[src/rtl/mux4_rr_arbiter_pkg.sv]
// Shared definitions for the 4-way round-robin select arbiter.
package mux4_rr_arbiter_pkg;

  localparam int NUM_REQ = 4;

  typedef enum logic {
    ST_IDLE = 1'b0,
    ST_OWN  = 1'b1
  } arbState_t;

  function automatic logic [NUM_REQ-1:0] oneHot(input logic [1:0] idx);
    return NUM_REQ'(1) << idx;
  endfunction

endpackage

[src/rtl/mux4_rr_arbiter_if.sv]
// Requester-side bus of the arbiter: request/data lanes in, grant/select/data out.
interface mux4_rr_arbiter_if #(
  parameter int WIDTH = 8
);
  import mux4_rr_arbiter_pkg::*;

  logic [NUM_REQ-1:0]       req;
  logic [NUM_REQ*WIDTH-1:0] data_in;
  logic [NUM_REQ-1:0]       grant;
  logic [1:0]               sel;
  logic                     busy;
  logic [WIDTH-1:0]         data_out;

  modport master (
    output req, data_in,
    input  grant, sel, busy, data_out
  );

  modport slave (
    input  req, data_in,
    output grant, sel, busy, data_out
  );

endinterface

[src/rtl/mux4_rr_arbiter_rr_pick4.sv]
// Combinational round-robin picker: first set request after 'last', optionally skipping one index.
module rr_pick4
  import mux4_rr_arbiter_pkg::*;
(
  input  logic [NUM_REQ-1:0] req,
  input  logic [1:0]         last,
  input  logic               exclEn,
  input  logic [1:0]         exclIdx,
  output logic               found,
  output logic [1:0]         idx
);

  logic [1:0] cand;

  // Offsets 1..4 wrap naturally in two bits, so 'last' itself is tried last.
  always_comb begin
    found = 1'b0;
    idx   = 2'd0;
    cand  = 2'd0;
    for (int k = 1; k <= NUM_REQ; k++) begin
      cand = last + 2'(k);
      if (!found && req[cand] && !(exclEn && cand == exclIdx)) begin
        found = 1'b1;
        idx   = cand;
      end
    end
  end

endmodule

[src/rtl/mux4_rr_arbiter.sv]
// Round-robin owner of a shared 4:1 select path with bounded hold time and lane forwarding.
module mux4_rr_arbiter
  import mux4_rr_arbiter_pkg::*;
#(
  parameter int WIDTH    = 8,
  parameter int MAX_HOLD = 16,
  parameter int CNT_W    = 5
) (
  input  logic             clk,
  input  logic             rst,
  mux4_rr_arbiter_if.slave bus
);

  localparam bit               PREEMPT_EN = (MAX_HOLD != 0);
  localparam logic [CNT_W-1:0] HOLD_LIM   = CNT_W'(MAX_HOLD);

  arbState_t          state;
  logic [1:0]         lastIdx;
  logic [1:0]         selReg;
  logic [NUM_REQ-1:0] grantReg;
  logic               busyReg;
  logic [CNT_W-1:0]   holdCnt;

  logic               ownerReleased;
  logic               othersPending;
  logic               preemptNow;
  logic               handover;
  logic               pickFound;
  logic [1:0]         pickIdx;

  assign ownerReleased = !bus.req[selReg];
  assign othersPending = |(bus.req & ~grantReg);
  assign preemptNow    = PREEMPT_EN && (holdCnt == HOLD_LIM) && othersPending;
  assign handover      = (state == ST_OWN) && (ownerReleased || preemptNow);

  // On handover the search restarts just past the outgoing owner, which is never re-picked.
  rr_pick4 uPick (
    .req     (bus.req),
    .last    ((state == ST_OWN) ? selReg : lastIdx),
    .exclEn  (state == ST_OWN),
    .exclIdx (selReg),
    .found   (pickFound),
    .idx     (pickIdx)
  );

  always_ff @(posedge clk or posedge rst) begin
    if (rst) begin
      state    <= ST_IDLE;
      lastIdx  <= 2'd3;
      selReg   <= 2'd0;
      grantReg <= '0;
      busyReg  <= 1'b0;
      holdCnt  <= '0;
    end else begin
      case (state)
        ST_IDLE: begin
          if (pickFound) begin
            state    <= ST_OWN;
            selReg   <= pickIdx;
            grantReg <= oneHot(pickIdx);
            busyReg  <= 1'b1;
            holdCnt  <= CNT_W'(1);
          end
        end
        ST_OWN: begin
          if (handover) begin
            lastIdx <= selReg;
            if (pickFound) begin
              selReg   <= pickIdx;
              grantReg <= oneHot(pickIdx);
              holdCnt  <= CNT_W'(1);
            end else begin
              state    <= ST_IDLE;
              grantReg <= '0;
              busyReg  <= 1'b0;
              holdCnt  <= '0;
            end
          end else if (PREEMPT_EN && holdCnt != HOLD_LIM) begin
            holdCnt <= holdCnt + CNT_W'(1);
          end
        end
        default: state <= ST_IDLE;
      endcase
    end
  end

  assign bus.grant    = grantReg;
  assign bus.sel      = selReg;
  assign bus.busy     = busyReg;
  assign bus.data_out = busyReg ? bus.data_in[selReg*WIDTH +: WIDTH] : '0;

endmodule

[src/flat_wrapper.sv]
// flat-port wrapper written by rule: the top's interface ports become plain ports
module mux4_rr_arbiter_flat import mux4_rr_arbiter_pkg::*;
#(
  parameter int WIDTH    = 8,
  parameter int MAX_HOLD = 16,
  parameter int CNT_W    = 5
)
  (clk, rst, bus_req, bus_data_in, bus_grant, bus_sel, bus_busy, bus_data_out);
  mux4_rr_arbiter_if #(.WIDTH(WIDTH)) bus_i ();
  input  logic clk;
  input  logic rst;
  input wire logic [$bits(bus_i.req)-1:0] bus_req;
  input wire logic [$bits(bus_i.data_in)-1:0] bus_data_in;
  output wire logic [$bits(bus_i.grant)-1:0] bus_grant;
  output wire logic [$bits(bus_i.sel)-1:0] bus_sel;
  output wire logic [$bits(bus_i.busy)-1:0] bus_busy;
  output wire logic [$bits(bus_i.data_out)-1:0] bus_data_out;
  assign bus_i.req = bus_req;
  assign bus_i.data_in = bus_data_in;
  assign bus_grant = bus_i.grant;
  assign bus_sel = bus_i.sel;
  assign bus_busy = bus_i.busy;
  assign bus_data_out = bus_i.data_out;
  mux4_rr_arbiter #(.WIDTH(WIDTH), .MAX_HOLD(MAX_HOLD), .CNT_W(CNT_W)) u_core (.clk(clk), .rst(rst), .bus(bus_i));
endmodule
[config.mk]
export PLATFORM = sky130hd
export DESIGN_NAME = mux4_rr_arbiter_flat
export DESIGN_NICKNAME = d
export VERILOG_FILES = /design/src/rtl/mux4_rr_arbiter_pkg.sv /design/src/rtl/mux4_rr_arbiter_if.sv /design/src/rtl/mux4_rr_arbiter_rr_pick4.sv /design/src/rtl/mux4_rr_arbiter.sv /design/src/flat_wrapper.sv
export SDC_FILE = /design/constraint.sdc
export NUM_CORES = 1
export LEC_CHECK = 0
export BUFFER_PORTS_ARGS = -buffer_cell sky130_fd_sc_hd__buf_2
export CORE_MARGIN = 2
export CORE_UTILIZATION = 37
export CTS_BUF_LIST = sky130_fd_sc_hd__clkbuf_8
export CTS_CLUSTER_DIAMETER = 30
export DETAILED_ROUTE_END_ITERATION = 10
export SYNTH_ARGS = -nofsm -noshare
export SYNTH_HDL_FRONTEND = slang
export SYNTH_HIERARCHICAL = 1
export SYNTH_SLANG_ARGS = --single-unit
[constraint.sdc]
create_clock -name clk -period 4.2 [get_ports clk]
set_input_delay 0.42 -clock clk [delete_from_list [all_inputs] [get_ports clk]]
set_output_delay 0.42 -clock clk [all_outputs]
set_load 0.02 [all_outputs]
-- After elaboration in Yosys (flattened, before gate mapping)
Index checks and enable logic that the tools add are counted.
- bitwise logic cells: 3
- reduce and logical (&&, ||, !) cells: 27
- muxes and demuxes: 39
- equal/unequal tests: 10
- magnitude comparators: 5
- add/subtract/negate cells: 4
- shifts and indexed selects: 2
- operators by type and width (kind ; count):
    variable part select 32 x 6 -> 8 bit ; 1
    < comparator 2 x 3 -> 1 bit (second input constant) ; 5
    2-to-1 mux 1 bit ; 15
    2-to-1 mux 5 bit ; 3
    2-to-1 mux 2 bit ; 7
    logical AND 1 bit ; 13
    2-to-1 mux 4 bit ; 3
    binary-select mux 1 bit (select 2 bit) ; 5
    case mux 5 bit (2 select lines) ; 1
    == test 2 bit ; 4
    logical NOT 1 bit ; 8
    2-to-1 mux 8 bit ; 1
    case mux 4 bit (2 select lines) ; 1
    AND reduction 2 bit ; 3
    adder 5 x 1 -> 5 bit (second input constant) ; 1
    == test 5 bit (second input constant) ; 1
    inequality test 5 bit (second input constant) ; 1
    adder 2 bit (second input constant) ; 2
    AND 4 bit ; 1
    inequality test 2 bit (second input constant) ; 2
    NOT 4 bit ; 1
    case mux 1 bit (2 select lines) ; 2
    case mux 2 bit (2 select lines) ; 1
    OR reduction 4 bit ; 1
    7 further kinds ; 7
- logic and storage cells: 96
- input port bits: 38
- bits in registers: 15

-- Logic depth before layout (Yosys ltp)
- depth in word-level cells: 23
- gate-level depth with buffers: 14

-- Modules after synthesis
The synthesis kept the hierarchy.
- by module, submodules not included (module ; cells each ; times used ; area an instance (µm²)):
    mux4_rr_arbiter ; 97 ; 1 ; 1094.8
    rr_pick4 ; 43 ; 1 ; 347.8

-- Worst setup path before layout
No wires, ideal clock.
- path type: register -> register
- start point: register u_core.selReg[1], in the netlist u_core/bus.sel[1]
- end point: register u_core.holdCnt[0]
- required time: 4106 ps
- period minus slack after synthesis: 3143 ps
- library setup time: 94 ps
- data arrival time: 3049 ps
- path buffers: 3
- cell stages (with the launch flop): 14
- setup slack: 1057 ps
- cells stage by stage: dfrtp_1 > clkbuf_1 > mux2_2 > buf_6 > mux4_2 > nor2b_1 > nor3_1 > nand2_1 > inv_1 > ha_1 > clkbuf_1 > or3_1 > nor3b_1 > a211oi_1
- cells in the longest elaborated chain, start to end: 22
- elaborated cells on any way between the ends: 49
- those cells by class: add/sub: 3; eq/ne: 6; mux: 18; reduce/logical: 22
- RTL lines (what ; RTL line ; text):
    from (decl) ; mux4_rr_arbiter.sv:19 ; logic [1:0] selReg;
    from (signal assigned) ; mux4_rr_arbiter.sv:59 ; selReg <= pickIdx;
    from (signal assigned) ; mux4_rr_arbiter.sv:69 ; selReg <= pickIdx;
    2-to-1 mux 2 bit ; mux4_rr_arbiter.sv:39 ; .last ((state == ST_OWN) ? selReg : lastIdx),
    adder 2 x 1 -> 2 bit ; mux4_rr_arbiter_rr_pick4.sv:21 ; cand = last + 2'(k);
    == test 2 bit ; mux4_rr_arbiter_rr_pick4.sv:22 ; if (!found && req[cand] && !(exclEn && cand == exclIdx)) begin
    logical AND 1 bit ; mux4_rr_arbiter_rr_pick4.sv:22 ;
    logical NOT 1 bit ; mux4_rr_arbiter_rr_pick4.sv:22 ;
    logical AND 1 bit ; mux4_rr_arbiter_rr_pick4.sv:22 ;
    2-to-1 mux 1 bit ; mux4_rr_arbiter_rr_pick4.sv:22 ;
    logical NOT 1 bit ; mux4_rr_arbiter_rr_pick4.sv:22 ;
    [... 6 more ...] ; n/a ;
    2-to-1 mux 1 bit ; mux4_rr_arbiter_rr_pick4.sv:22 ;
    logical NOT 1 bit ; mux4_rr_arbiter_rr_pick4.sv:22 ;
    logical AND 1 bit (2 in a row) ; mux4_rr_arbiter_rr_pick4.sv:22 ;
    2-to-1 mux 1 bit (*) ; mux4_rr_arbiter_rr_pick4.sv:22 ;
    net u_core.pickFound ; mux4_rr_arbiter.sv:28 ; logic pickFound;
    2-to-1 mux 1 bit ; mux4_rr_arbiter.sv:68 ; if (pickFound) begin
    2-to-1 mux 5 bit ; mux4_rr_arbiter.sv:66 ; if (handover) begin
    case mux 5 bit (2 select lines) ; mux4_rr_arbiter.sv:55 ; case (state)
    to (signal assigned) ; mux4_rr_arbiter.sv:79 ; holdCnt <= holdCnt + CNT_W'(1);
    to (decl) ; mux4_rr_arbiter.sv:22 ; logic [CNT_W-1:0] holdCnt;
The timed path passes the listed nets; every way through them passes the cells marked *. The select of a mux whose other input is x is not followed.
A chain may end at the register's enable or synchronous reset.

-- Worst setup path in the final report
- start point: register u_core.selReg[0], in the netlist u_core/bus.sel[0]
- end point: register u_core.holdCnt[0]
The elaborated chain is that of the path after synthesis.

==> results.md <==
* Critical path startpoint category: register
* Setup slack, reg-to-reg at between 800 and 900 ps
* Mapped Area at 0.00144 mm²
* Worst hold path class: input port to asynchronous set/reset pin
* DR vias at 1,326
* Leakage at about 0.0008 µW
* Fin crit share at 0.793
* Area Growth Syn to Fin at 23.1%
* FFs w/ async S/R, synth at 1.00
* Worst VDD drop at between 200 and 300 µV
* GRT overflow at 0
* First-pass GRT wire length at 6280 µm
* Pre-antenna DRT Iters at 4
* Number of CTS-inserted buffers at 3
* Worst-Margin Slew at roughly 770 ps
* CTS resizes at 0
* Routability cong. at ~0.84
* Final hold vios at 0
* Rel. slew slack at 0.484
* CP Depth at 11
* Num rows at 22
* Vias in the first global route at 1,365
* Proportion of power drawn by flip-flops and latches at 0.249
* Mapped Cells at 140
* CTS tree: built
* Commonest non-fill, non-tap cell in the layout: buf_2
* Clock Path Buffers at 2
* Max-slew violations at 0
* DIE AREA at 0.00441 mm²
* R2R depth at 11
* Critical path required time at roughly 4300 ps
* Tmin final at 3330 ps
* Crit path DAT at 3440 ps
* Fmax at 300 MHz
* CP endpoint kind: register
* Wire per inst at between 15 and 20 µm
* I/O Buffers at 52
* Ant. Diodes at 0
* Final core utilization at 0.478
* Die H at between 60 and 70 µm
* Top post-synthesis cells by area: dfrtp_1 (23%), mux4_2 (16%), mux2_2 (4.7%)
* Clock Skew at 2.09 ps
* ANT nets after route at 0
* Dpl cells at 234
* Core Footprint at 0.00372 mm²
* Largest net degree at the start of global routing at 22
* Worst Path Buf+Inv at 1
* CP max stage delay at roughly 850 ps
* Pint at 675 µW
* Class of the most critical setup path: register to register
* Finish-stage setup viols at 0
* Cell Chain, Critical Path: mux2_2 -> nand3b_1 -> mux2i_1 -> nor2b_1 -> nor3_1 -> nand2_1 -> inv_1 -> ha_1 -> or3_1 -> nor3b_1 -> a211oi_1
* Primary FF master, synth: dfrtp_1
* Final WL at 3610 µm
* Flops & latches, synth at 15
* R2r startpoint: u_core/bus.sel[0]
* Clock transition at path regs at about 60 ps
* Critical R2R Capture: u_core/holdCnt[0]
* Initial Utilization at 0.388
* Global-route usage over all layers at 0.182
* Pwr per Cell Area at ~700 mW/mm²
* Setup TNS at 0 ps
* Initial antenna violation count at 0
* Post-CTS setup buffers at 0
* Final cell count without fillers at ~240
* Most frequent cells in the layout: buf_2 (52), dfrtp_1 (13), mux4_2 (10), nand2_1 (9)
* Max-cap viol count at 0
* Area leader, netlist: dfrtp_1
* Worst skew pair latency at around 240 ps
* Post-DP HPWL at 2760 µm
* Htree depth at 1
* NetSw at 572 µW
* Cts hold-fix bufs at 0
* Register area share after synthesis at 0.262
* Crit path max-delay family: simple AND/OR/NAND/NOR gates
* CTS sink count at 15
* Root buf cell: clkbuf_8
* Fraction of power consumed by the clock network at 0.090
* RSZ-0062 raised after global routing: no
* Avg Inst Size Synth at 10.3 µm²
* Status: finished, final reports clean
* Combinational power share at 0.661
* Share of the synthesized area in the top cell type at 0.225
* EDFF count, synth at 0
* Synth warn at 6
* Vias per std cell at 5.57
* Worst Path Max Fanout at 21
* Die X at 66.4 µm
* Ratio of cells with drive above 1 in the final layout at 0.421
* Total Nets Final at ~230
* Unique masters post-synth at 51
* Switching fraction of total power at 0.459
* Drc violations at 0
* Io pins at 53
* DRT iter0 DRCs at 177
* Slowest CP cell: dfrtp_1
* Syn_nets at roughly 180
-- state kept, by name (all words and copies together), names as in the netlist --
signal and count:
u_core/lastIdx 2, u_core/holdCnt 5, u_core/bus.busy 1, u_core/bus.sel 2, u_core/bus.grant 4, u_core/state 1
-- final cells by class --
type	instances	area (µm²)
Clock buffer	3	41.3
Clock inverter	1	3.75
Fill cell	356	1940
Inverter	7	26.3
Multi-Input combinational cell	112	1010
Sequential cell	15	378
Tap cell	48	60.1
Timing Repair Buffer	52	260
-- kinds of logic (layout without fill, tap and decap cells) --
logic type               count (synthesis)  count (layout)  share of synthesized area
flip-flops                              15              15                      0.262
adder cells (fa/ha/maj)                  3               3                     0.0260
multiplexers                            19              19                      0.235
XOR/XNOR                                 1               1                     0.0113
AO/OA/AOI/OAI                           33              33                      0.190
buffers and inverters                   13              63                     0.0408
AND/OR/NAND/NOR                         56              56                      0.235
-- synthesized netlist by cell type, types with 2 or more instances --
library cell	instances
nor2_1	3
nand3_1	6
mux4_2	10
o21ai_0	2
dfstp_2	2
a32oi_1	2
a32o_1	3
a211oi_1	3
o2bb2ai_1	3
nor3_1	2
buf_2	2
a21boi_0	2
mux2_2	6
nand3b_1	4
nor2b_1	8
dfrtp_1	13
mux2i_1	2
inv_1	7
a21oi_1	4
and2_1	8
nand2b_1	4
clkbuf_1	3
nand2_1	9
ha_1	3
or3b_1	3
-- metal layers --
metal | global-route usage | wire length (µm)
met1 | 0.237 | 1530
met2 | 0.319 | 1930
met3 | 0.0153 | 110
met4 | 0.0561 | 31
met5 | 0 | 0
-- stage by stage --
stage	hold slack [ps]	worst slack [ps]	power, µW	cell area (µm²)
finish	243	870	1250	1780
global placement	501	1030	1110	1730
global route	296	511	1360	1780
CTS	260	900	1250	1780
detailed placement	524	915	1130	1730
floorplan	320	1060	960	1440
-- worst max-delay path by stage --
stage | from | slack (ps) | to
floorplan | u_core/bus.sel[1] | 1060 | u_core/holdCnt[0]
global placement | u_core/bus.sel[0] | 1030 | u_core/holdCnt[0]
detailed placement | u_core/bus.sel[0] | 920 | u_core/holdCnt[0]
CTS | u_core/bus.sel[0] | 900 | u_core/holdCnt[0]
global route | u_core/bus.sel[0] | 510 | u_core/holdCnt[0]
finish | u_core/bus.sel[0] | 870 | u_core/holdCnt[0]
-- power groups by stage --
| stage | Combinational (µW) | Clock, µW | Sequential (µW) |
|---|---|---|---|
| 2_1_floorplan | 668 | 0 | 292 |
| 3_3_place_gp | 797 | 0 | 312 |
| 3_5_place_dp | 819 | 0 | 316 |
| 4_1_cts | 823 | 117 | 313 |
| 5_1_grt | 902 | 123 | 331 |
| 6_report | 825 | 112 | 310 |
-- worst reg2reg max path, stage by stage (launching register included) --
cell,delay [ps]
dfrtp_1,850
mux2_2,480
nand3b_1,160
mux2i_1,160
nor2b_1,230
nor3_1,80
nand2_1,220
inv_1,90
ha_1,300
or3_1,380
nor3b_1,190
a211oi_1,70
Note: power is estimated with default switching activity, not from simulation.
